`src/rtl/colorram_access_ctrl_if.sv`:
```
// Bus bundle between colorram_access_ctrl and its clients / the color RAM pair.
// slave: controller side; master: environment side (video, CPU decode, RAMs).
interface colorram_access_ctrl_if #(
    parameter int ADDR_W = 11
);
    logic              i_PXCEN;
    logic [ADDR_W-1:0] i_PALIDX;
    logic              i_BLANK_n;
    logic [15:0]       o_RGB;
    logic              o_RGB_VLD;
    logic              i_CPU_REQ;
    logic              i_CPU_WR;
    logic              i_CPU_HI;
    logic [ADDR_W-1:0] i_CPU_ADDR;
    logic [7:0]        i_CPU_DIN;
    logic [7:0]        o_CPU_DOUT;
    logic              o_CPU_ACK;
    logic [ADDR_W-1:0] o_RAM_ADDR;
    logic [7:0]        o_RAM_DIN;
    logic              o_RAM_RD_n;
    logic              o_RAM_WR_H_n;
    logic              o_RAM_WR_L_n;
    logic [7:0]        i_RAM_DOUT_H;
    logic [7:0]        i_RAM_DOUT_L;

    modport slave (
        input  i_PXCEN, i_PALIDX, i_BLANK_n,
        input  i_CPU_REQ, i_CPU_WR, i_CPU_HI, i_CPU_ADDR, i_CPU_DIN,
        input  i_RAM_DOUT_H, i_RAM_DOUT_L,
        output o_RGB, o_RGB_VLD, o_CPU_DOUT, o_CPU_ACK,
        output o_RAM_ADDR, o_RAM_DIN, o_RAM_RD_n, o_RAM_WR_H_n, o_RAM_WR_L_n
    );

    modport master (
        output i_PXCEN, i_PALIDX, i_BLANK_n,
        output i_CPU_REQ, i_CPU_WR, i_CPU_HI, i_CPU_ADDR, i_CPU_DIN,
        output i_RAM_DOUT_H, i_RAM_DOUT_L,
        input  o_RGB, o_RGB_VLD, o_CPU_DOUT, o_CPU_ACK,
        input  o_RAM_ADDR, o_RAM_DIN, o_RAM_RD_n, o_RAM_WR_H_n, o_RAM_WR_L_n
    );
endinterface

```
`src/rtl/colorram_access_ctrl.sv`:
```
// Arbitrates video palette reads and CPU byte accesses onto the shared
// high/low color RAM pair; the pixel path always wins.
// state   | meaning
// IDLE    | no access; pending pixel first, then CPU request
// PX_RD   | read strobe at captured palette index
// PX_CAP  | register color word (or blank color)
// CPU_WR  | write strobe to the selected byte RAM
// CPU_RD  | read strobe at CPU address
// CPU_CAP | register CPU read byte
module colorram_access_ctrl #(
    parameter int          ADDR_W      = 11,
    parameter logic [15:0] BLANK_COLOR = 16'h0000
) (
    input logic                   i_MCLK,
    input logic                   i_RST_n,
    colorram_access_ctrl_if.slave bus
);

    typedef enum logic [2:0] {
        S_IDLE, S_PX_RD, S_PX_CAP, S_CPU_WR, S_CPU_RD, S_CPU_CAP
    } state_t;

    state_t            state_q, state_d;
    logic [ADDR_W-1:0] cap_idx_q, cap_idx_d;
    logic              cap_blank_n_q, cap_blank_n_d;
    logic              pend_q, pend_d;
    logic              px_blank_n_q, px_blank_n_d;
    logic [ADDR_W-1:0] addr_q, addr_d;
    logic [7:0]        din_q, din_d;
    logic              hi_q, hi_d;
    logic [15:0]       rgb_q, rgb_d;
    logic              rgb_vld_q, rgb_vld_d;
    logic [7:0]        dout_q, dout_d;
    logic              ack_q, ack_d;
    logic              rd_n, wr_h_n, wr_l_n;

    always_ff @(posedge i_MCLK) begin
        if (!i_RST_n) begin
            state_q       <= S_IDLE;
            cap_idx_q     <= '0;
            cap_blank_n_q <= 1'b0;
            pend_q        <= 1'b0;
            px_blank_n_q  <= 1'b0;
            addr_q        <= '0;
            din_q         <= '0;
            hi_q          <= 1'b0;
            rgb_q         <= '0;
            rgb_vld_q     <= 1'b0;
            dout_q        <= '0;
            ack_q         <= 1'b0;
        end else begin
            state_q       <= state_d;
            cap_idx_q     <= cap_idx_d;
            cap_blank_n_q <= cap_blank_n_d;
            pend_q        <= pend_d;
            px_blank_n_q  <= px_blank_n_d;
            addr_q        <= addr_d;
            din_q         <= din_d;
            hi_q          <= hi_d;
            rgb_q         <= rgb_d;
            rgb_vld_q     <= rgb_vld_d;
            dout_q        <= dout_d;
            ack_q         <= ack_d;
        end
    end

    // A pixel strobe in the same cycle counts as pending so it wins over the CPU.
    // The ack cycle ignores REQ, since the CPU is still holding it from the last access.
    always_comb begin
        state_d = state_q;
        case (state_q)
            S_IDLE: begin
                if (pend_q || bus.i_PXCEN)
                    state_d = S_PX_RD;
                else if (bus.i_CPU_REQ && !ack_q)
                    state_d = bus.i_CPU_WR ? S_CPU_WR : S_CPU_RD;
            end
            S_PX_RD:   state_d = S_PX_CAP;
            S_PX_CAP:  state_d = S_IDLE;
            S_CPU_WR:  state_d = S_IDLE;
            S_CPU_RD:  state_d = S_CPU_CAP;
            S_CPU_CAP: state_d = S_IDLE;
            default:   state_d = S_IDLE;
        endcase
    end

    always_comb begin
        cap_idx_d     = bus.i_PXCEN ? bus.i_PALIDX  : cap_idx_q;
        cap_blank_n_d = bus.i_PXCEN ? bus.i_BLANK_n : cap_blank_n_q;
        pend_d        = (state_d == S_PX_RD) ? 1'b0 : (pend_q | bus.i_PXCEN);
        px_blank_n_d  = (state_d == S_PX_RD) ? cap_blank_n_d : px_blank_n_q;
        addr_d        = addr_q;
        din_d         = din_q;
        hi_d          = hi_q;
        rgb_d         = rgb_q;
        rgb_vld_d     = 1'b0;
        dout_d        = dout_q;
        ack_d         = 1'b0;

        if (state_d == S_PX_RD)
            addr_d = cap_idx_d;
        else if ((state_q == S_IDLE) && ((state_d == S_CPU_WR) || (state_d == S_CPU_RD))) begin
            addr_d = bus.i_CPU_ADDR;
            hi_d   = bus.i_CPU_HI;
            if (state_d == S_CPU_WR)
                din_d = bus.i_CPU_DIN;
        end

        case (state_q)
            S_PX_CAP: begin
                rgb_vld_d = 1'b1;
                rgb_d     = px_blank_n_q ? {bus.i_RAM_DOUT_H, bus.i_RAM_DOUT_L} : BLANK_COLOR;
            end
            S_CPU_WR:  ack_d = 1'b1;
            S_CPU_CAP: begin
                ack_d  = 1'b1;
                dout_d = hi_q ? bus.i_RAM_DOUT_H : bus.i_RAM_DOUT_L;
            end
            default: ;
        endcase
    end

    always_comb begin
        rd_n   = 1'b1;
        wr_h_n = 1'b1;
        wr_l_n = 1'b1;
        case (state_q)
            S_PX_RD, S_CPU_RD: rd_n = 1'b0;
            S_CPU_WR: begin
                wr_h_n = ~hi_q;
                wr_l_n = hi_q;
            end
            default: ;
        endcase
    end

    assign bus.o_RAM_RD_n   = rd_n;
    assign bus.o_RAM_WR_H_n = wr_h_n;
    assign bus.o_RAM_WR_L_n = wr_l_n;
    assign bus.o_RAM_ADDR   = addr_q;
    assign bus.o_RAM_DIN    = din_q;
    assign bus.o_RGB        = rgb_q;
    assign bus.o_RGB_VLD    = rgb_vld_q;
    assign bus.o_CPU_DOUT   = dout_q;
    assign bus.o_CPU_ACK    = ack_q;

endmodule

```
`src/flat_wrapper.sv`:
```
// flat-port wrapper written by rule: the top's interface ports become plain ports
module colorram_access_ctrl_flat 
#(
    parameter int          ADDR_W      = 11,
    parameter logic [15:0] BLANK_COLOR = 16'h0000
)
  (i_MCLK, i_RST_n, bus_i_PXCEN, bus_i_PALIDX, bus_i_BLANK_n, bus_i_CPU_REQ, bus_i_CPU_WR, bus_i_CPU_HI, bus_i_CPU_ADDR, bus_i_CPU_DIN, bus_i_RAM_DOUT_H, bus_i_RAM_DOUT_L, bus_o_RGB, bus_o_RGB_VLD, bus_o_CPU_DOUT, bus_o_CPU_ACK, bus_o_RAM_ADDR, bus_o_RAM_DIN, bus_o_RAM_RD_n, bus_o_RAM_WR_H_n, bus_o_RAM_WR_L_n);
  colorram_access_ctrl_if #(.ADDR_W(ADDR_W)) bus_i ();
  input logic i_MCLK;
  input logic i_RST_n;
  input wire logic [$bits(bus_i.i_PXCEN)-1:0] bus_i_PXCEN;
  input wire logic [$bits(bus_i.i_PALIDX)-1:0] bus_i_PALIDX;
  input wire logic [$bits(bus_i.i_BLANK_n)-1:0] bus_i_BLANK_n;
  input wire logic [$bits(bus_i.i_CPU_REQ)-1:0] bus_i_CPU_REQ;
  input wire logic [$bits(bus_i.i_CPU_WR)-1:0] bus_i_CPU_WR;
  input wire logic [$bits(bus_i.i_CPU_HI)-1:0] bus_i_CPU_HI;
  input wire logic [$bits(bus_i.i_CPU_ADDR)-1:0] bus_i_CPU_ADDR;
  input wire logic [$bits(bus_i.i_CPU_DIN)-1:0] bus_i_CPU_DIN;
  input wire logic [$bits(bus_i.i_RAM_DOUT_H)-1:0] bus_i_RAM_DOUT_H;
  input wire logic [$bits(bus_i.i_RAM_DOUT_L)-1:0] bus_i_RAM_DOUT_L;
  output wire logic [$bits(bus_i.o_RGB)-1:0] bus_o_RGB;
  output wire logic [$bits(bus_i.o_RGB_VLD)-1:0] bus_o_RGB_VLD;
  output wire logic [$bits(bus_i.o_CPU_DOUT)-1:0] bus_o_CPU_DOUT;
  output wire logic [$bits(bus_i.o_CPU_ACK)-1:0] bus_o_CPU_ACK;
  output wire logic [$bits(bus_i.o_RAM_ADDR)-1:0] bus_o_RAM_ADDR;
  output wire logic [$bits(bus_i.o_RAM_DIN)-1:0] bus_o_RAM_DIN;
  output wire logic [$bits(bus_i.o_RAM_RD_n)-1:0] bus_o_RAM_RD_n;
  output wire logic [$bits(bus_i.o_RAM_WR_H_n)-1:0] bus_o_RAM_WR_H_n;
  output wire logic [$bits(bus_i.o_RAM_WR_L_n)-1:0] bus_o_RAM_WR_L_n;
  assign bus_i.i_PXCEN = bus_i_PXCEN;
  assign bus_i.i_PALIDX = bus_i_PALIDX;
  assign bus_i.i_BLANK_n = bus_i_BLANK_n;
  assign bus_i.i_CPU_REQ = bus_i_CPU_REQ;
  assign bus_i.i_CPU_WR = bus_i_CPU_WR;
  assign bus_i.i_CPU_HI = bus_i_CPU_HI;
  assign bus_i.i_CPU_ADDR = bus_i_CPU_ADDR;
  assign bus_i.i_CPU_DIN = bus_i_CPU_DIN;
  assign bus_i.i_RAM_DOUT_H = bus_i_RAM_DOUT_H;
  assign bus_i.i_RAM_DOUT_L = bus_i_RAM_DOUT_L;
  assign bus_o_RGB = bus_i.o_RGB;
  assign bus_o_RGB_VLD = bus_i.o_RGB_VLD;
  assign bus_o_CPU_DOUT = bus_i.o_CPU_DOUT;
  assign bus_o_CPU_ACK = bus_i.o_CPU_ACK;
  assign bus_o_RAM_ADDR = bus_i.o_RAM_ADDR;
  assign bus_o_RAM_DIN = bus_i.o_RAM_DIN;
  assign bus_o_RAM_RD_n = bus_i.o_RAM_RD_n;
  assign bus_o_RAM_WR_H_n = bus_i.o_RAM_WR_H_n;
  assign bus_o_RAM_WR_L_n = bus_i.o_RAM_WR_L_n;
  colorram_access_ctrl #(.ADDR_W(ADDR_W), .BLANK_COLOR(BLANK_COLOR)) u_core (.i_MCLK(i_MCLK), .i_RST_n(i_RST_n), .bus(bus_i));
endmodule
```
`config.mk`:
```
export PLATFORM = sky130hd
export DESIGN_NAME = colorram_access_ctrl_flat
export DESIGN_NICKNAME = d
export VERILOG_FILES = /design/src/rtl/colorram_access_ctrl_if.sv /design/src/rtl/colorram_access_ctrl.sv /design/src/flat_wrapper.sv
export SDC_FILE = /design/constraint.sdc
export NUM_CORES = 1
export LEC_CHECK = 0
export BUFFER_PORTS_ARGS = -buffer_cell sky130_fd_sc_hd__buf_2
export CAP_MARGIN = 10
export CORE_ASPECT_RATIO = 1.75
export CORE_UTILIZATION = 43
export CTS_CLUSTER_SIZE = 28
export DETAILED_ROUTE_END_ITERATION = 10
export GPL_ROUTABILITY_DRIVEN = 0
export HOLD_SLACK_MARGIN = 0.03
export PLACE_DENSITY = 0.75
export SKIP_CTS_REPAIR_TIMING = 1
export SLEW_MARGIN = 10
export SYNTH_ARGS = -nofsm -noshare
export SYNTH_HDL_FRONTEND = slang
export SYNTH_SLANG_ARGS = --single-unit
```
`constraint.sdc`:
```
create_clock -name i_MCLK -period 1.55 [get_ports i_MCLK]
set_input_delay 0 -clock i_MCLK [delete_from_list [all_inputs] [get_ports i_MCLK]]
set_output_delay 0 -clock i_MCLK [all_outputs]
set_load 0.01 [all_outputs]
```
==> flow_metrics.env <==
export IMPL_worst_path_max_fanout=7
export IMPL_first_global_vias=2074
export IMPL_antenna_cells_inserted=0
export IMPL_synth_warning_count=0
export IMPL_drcViolationCount=0
export IMPL_design_portCount=101
export IMPL_worst_slew_pin_transition_ns=0.4959
export IMPL_flops_latches_synth=63
export IMPL_grt_busiest_layer="met2"
export IMPL_timing_clock_skew_ns=0.008279
export IMPL_cellPowerDensity_nw_per_um2=1021
export IMPL_yosysSeqAreaShare=0.5083
export IMPL_netlist_area_um2=2481
export IMPL_final_setup_worst_slack_ns=-0.004837
export IMPL_number_of_antenna_violations_at_the_first_check_in_global_routing=0
export IMPL_grt_pass1_wl_um=9259
export IMPL_antenna_nets_post_route=0
export IMPL_cts_tree="built"
export IMPL_cells_along_the_critical_path="or4b_4 -> nor3_4 -> buf_6 -> mux2i_1"
export IMPL_dr_first_iter_drc_count=109
export IMPL_syn_instance_count=240
export IMPL_regToRegSetupSlack_ns=-0.005
export IMPL_vias_per_cell=5.059
export IMPL_htreeDepth=3
export IMPL_achievable_frequency_mhz=643.2
export IMPL_crit_path_top_delay_cell="sky130_fd_sc_hd__or4b_4"
export IMPL_rows=36
export IMPL_outcome="complete, but fails checks"
export IMPL_die_width_um=59.42
export IMPL_timing_reg2reg_worst_path_depth=4
export IMPL_detailedRoute_firstPassIterationCount=5
export IMPL_die_area_um2=6090
export IMPL_max_stage_delay_ns=0.58
export IMPL_hold_depth=3
export IMPL_worst_endpoint_required_ns=1.80
export IMPL_placeableCoreArea_um2=5585
export IMPL_ys_async_sr_fraction=0
export IMPL_postSynthNetCount=293
export IMPL_place_detailed_hpwl_um=4425
export IMPL_post_synth_cell_area_avg_um2=10.34
export IMPL_routed_via_count=2388
export IMPL_placedInstanceArea_um2=3088
export IMPL_finalSetupViolCount=1
export IMPL_critical_path_startpoint_type="flop"
export IMPL_clock_tree_buffer_depth=2
export IMPL_design_area_um2=3771
export IMPL_initial_core_util=0.4442
export IMPL_grt_ovfl_total=0
export IMPL_violations="negative hold slack, negative setup slack"
export IMPL_maxSlewViolCount=0
export IMPL_numPortBuffers=100
export IMPL_final_period_minus_worst_setup_slack_ns=1.555
export IMPL_maximum_number_of_pins_on_one_net_before_global_route_repair=29
export IMPL_count_of_cell_instances_traversed_by_the_critical_path=4
export IMPL_finalWirelength_um=6995
export IMPL_vdd_ir_drop_max_uv=670.4
export IMPL_sequential_cell_area_um2=1262
export IMPL_max_cap_violations=0
export IMPL_num_fill_cells=459
export IMPL_crit_type="flop to flop"
export IMPL_cts_buffers=9
export IMPL_clkLatencyLatePin_ns=0.33
export IMPL_hold_path_class="primary input to flop"
export IMPL_tritoncts_num_sinks=63
export IMPL_arrival_ns=1.80
export IMPL_final_layout_size_suffix_gt1_frac=0.3712
export IMPL_netlist_cell_type_count=37
export IMPL_whs_ns=-0.01003
export IMPL_grt_met2_usage=0.3552
export IMPL_layout_nets=444
export IMPL_cts_root_buf="sky130_fd_sc_hd__clkbuf_8"
export IMPL_worstSetupEndpointType="flop"
export IMPL_grtUsageTotal=0.2054
export IMPL_mostFrequentLayoutCells="100 x sky130_fd_sc_hd__buf_2, 62 x sky130_fd_sc_hd__dfxtp_1, 45 x sky130_fd_sc_hd__dlygate4sd3_1"
export IMPL_use_met1=0.2196
export IMPL_grt_util_met3=0.04304
export IMPL_yosys_most_used_dff="sky130_fd_sc_hd__dfxtp_1"
export IMPL_synth_edff_count=0
export IMPL_leading_cell_type_in_the_layout_fill_and_taps_excluded="sky130_fd_sc_hd__buf_2"
export IMPL_max_slew_margin=0.6689
export IMPL_post_place_ws_ns=-0.08839
export IMPL_multiInputGateArea_um2=1130
export IMPL_critical_path_top_delay_family="simple AND/OR/NAND/NOR gates"
export IMPL_timing_final_crit_share=1.003
export IMPL_chipHeight_um=102.5
export IMPL_area_growth_syn_to_layout_pct=51.99
export IMPL_crit_buf_inv=1
export IMPL_total_leakage_power_nw=1.711
export IMPL_detail_route_wl_per_cell_um=14.82
export IMPL_rsz0062_at_grt="yes"
export IMPL_final_hold_viol_count=1
export IMPL_clk_pin_slew_worst_paths_ns=0.07
layer usage:
layer  up-vias  routed length [um]
met5         -                   0
met4         0                 191
met3        17                 421
met2        98                3701
met1      1097                2680
li1       1176                   -
report_power, final:
part           switching (W)  internal, W  total, W
logic               0.000323     0.000351  0.000674
registers          0.0000544      0.00172   0.00177
clock network       0.000627     0.000777   0.00140
path summary, 6_finish.rpt:
| check | from | to |
|---|---|---|
| worst max-delay path | u_core.pend_q | u_core.bus.o_RAM_DIN[5] |
| worst min-delay path | bus_i_CPU_WR | u_core.state_q[0] |
| worst max register to register | u_core.pend_q | u_core.bus.o_RAM_DIN[5] |
| worst min register to register | u_core.bus.o_RAM_DIN[6] | u_core.bus.o_RAM_DIN[6] |
worst min-delay path: stages:
cell and delay [ns]:
sky130_fd_sc_hd__buf_2 0.09, sky130_fd_sc_hd__a211oi_1 0.06, sky130_fd_sc_hd__nor3_1 0.11
cells by family (layout without fill, tap and decap cells):
group | after synthesis | count (layout) | share of synthesized area
xor+xnor | 1 | 1 | 0.003531
compound gates | 56 | 56 | 0.1916
flops | 63 | 63 | 0.5083
mux | 28 | 28 | 0.1130
buf+inv | 24 | 180 | 0.04539
simple gates | 68 | 68 | 0.1382
cells in the mapped netlist (3+ instances only):
cell,count,share of area
sky130_fd_sc_hd__dfxtp_1,63,0.51
sky130_fd_sc_hd__mux2i_1,28,0.11
sky130_fd_sc_hd__nor2_1,21,0.032
sky130_fd_sc_hd__nand2_1,18,0.027
sky130_fd_sc_hd__a22o_1,16,0.056
sky130_fd_sc_hd__a211oi_1,9,0.027
sky130_fd_sc_hd__buf_2,8,0.016
sky130_fd_sc_hd__nand2b_1,8,0.020
sky130_fd_sc_hd__o221a_1,8,0.036
sky130_fd_sc_hd__clkbuf_1,7,0.011
sky130_fd_sc_hd__a31oi_1,6,0.015
sky130_fd_sc_hd__o221a_2,6,0.027
sky130_fd_sc_hd__a21oi_1,4,0.0081
sky130_fd_sc_hd__buf_1,3,0.0045
sky130_fd_sc_hd__nor2b_1,3,0.0076
sky130_fd_sc_hd__nor3_1,3,0.0060
sky130_fd_sc_hd__o21a_1,3,0.0091
layout make-up:
cell class	instances	share of cell area
inverter	3	0.002986
multi-input combinational	153	0.2996
tap	76	0.02522
sequential	63	0.3348
clock buffer	10	0.03650
clock inverter	6	0.01593
timing repair buffer	161	0.2850
registers in the layout, indices dropped and copies added (netlist names):
name / flops
u_core.bus.o_CPU_ACK: 1
u_core.bus.o_CPU_DOUT: 8
u_core.bus.o_RAM_ADDR: 11
u_core.bus.o_RAM_DIN: 8
u_core.bus.o_RGB: 16
u_core.bus.o_RGB_VLD: 1
u_core.cap_blank_n_q: 1
u_core.cap_idx_q: 11
u_core.hi_q: 1
u_core.pend_q: 1
u_core.px_blank_n_q: 1
u_core.state_q: 3
per-stage QoR:
step,setup TNS [ns],total power (W),hold slack (ns),std cells,utilization
after global routing,-0.2061,0.004014,0.08515,472,0.6752
after CTS,-1.102,0.003767,-0.1286,426,0.5883
final,-0.004837,0.003849,-0.01003,472,0.6752
after floorplan,0,0.002138,0.1256,240,-
after global placement,-0.2763,0.002352,0.2260,410,0.5529
after detailed placement,-0.8948,0.002365,0.2320,410,0.5529
Power figures use the tool's default switching activity.
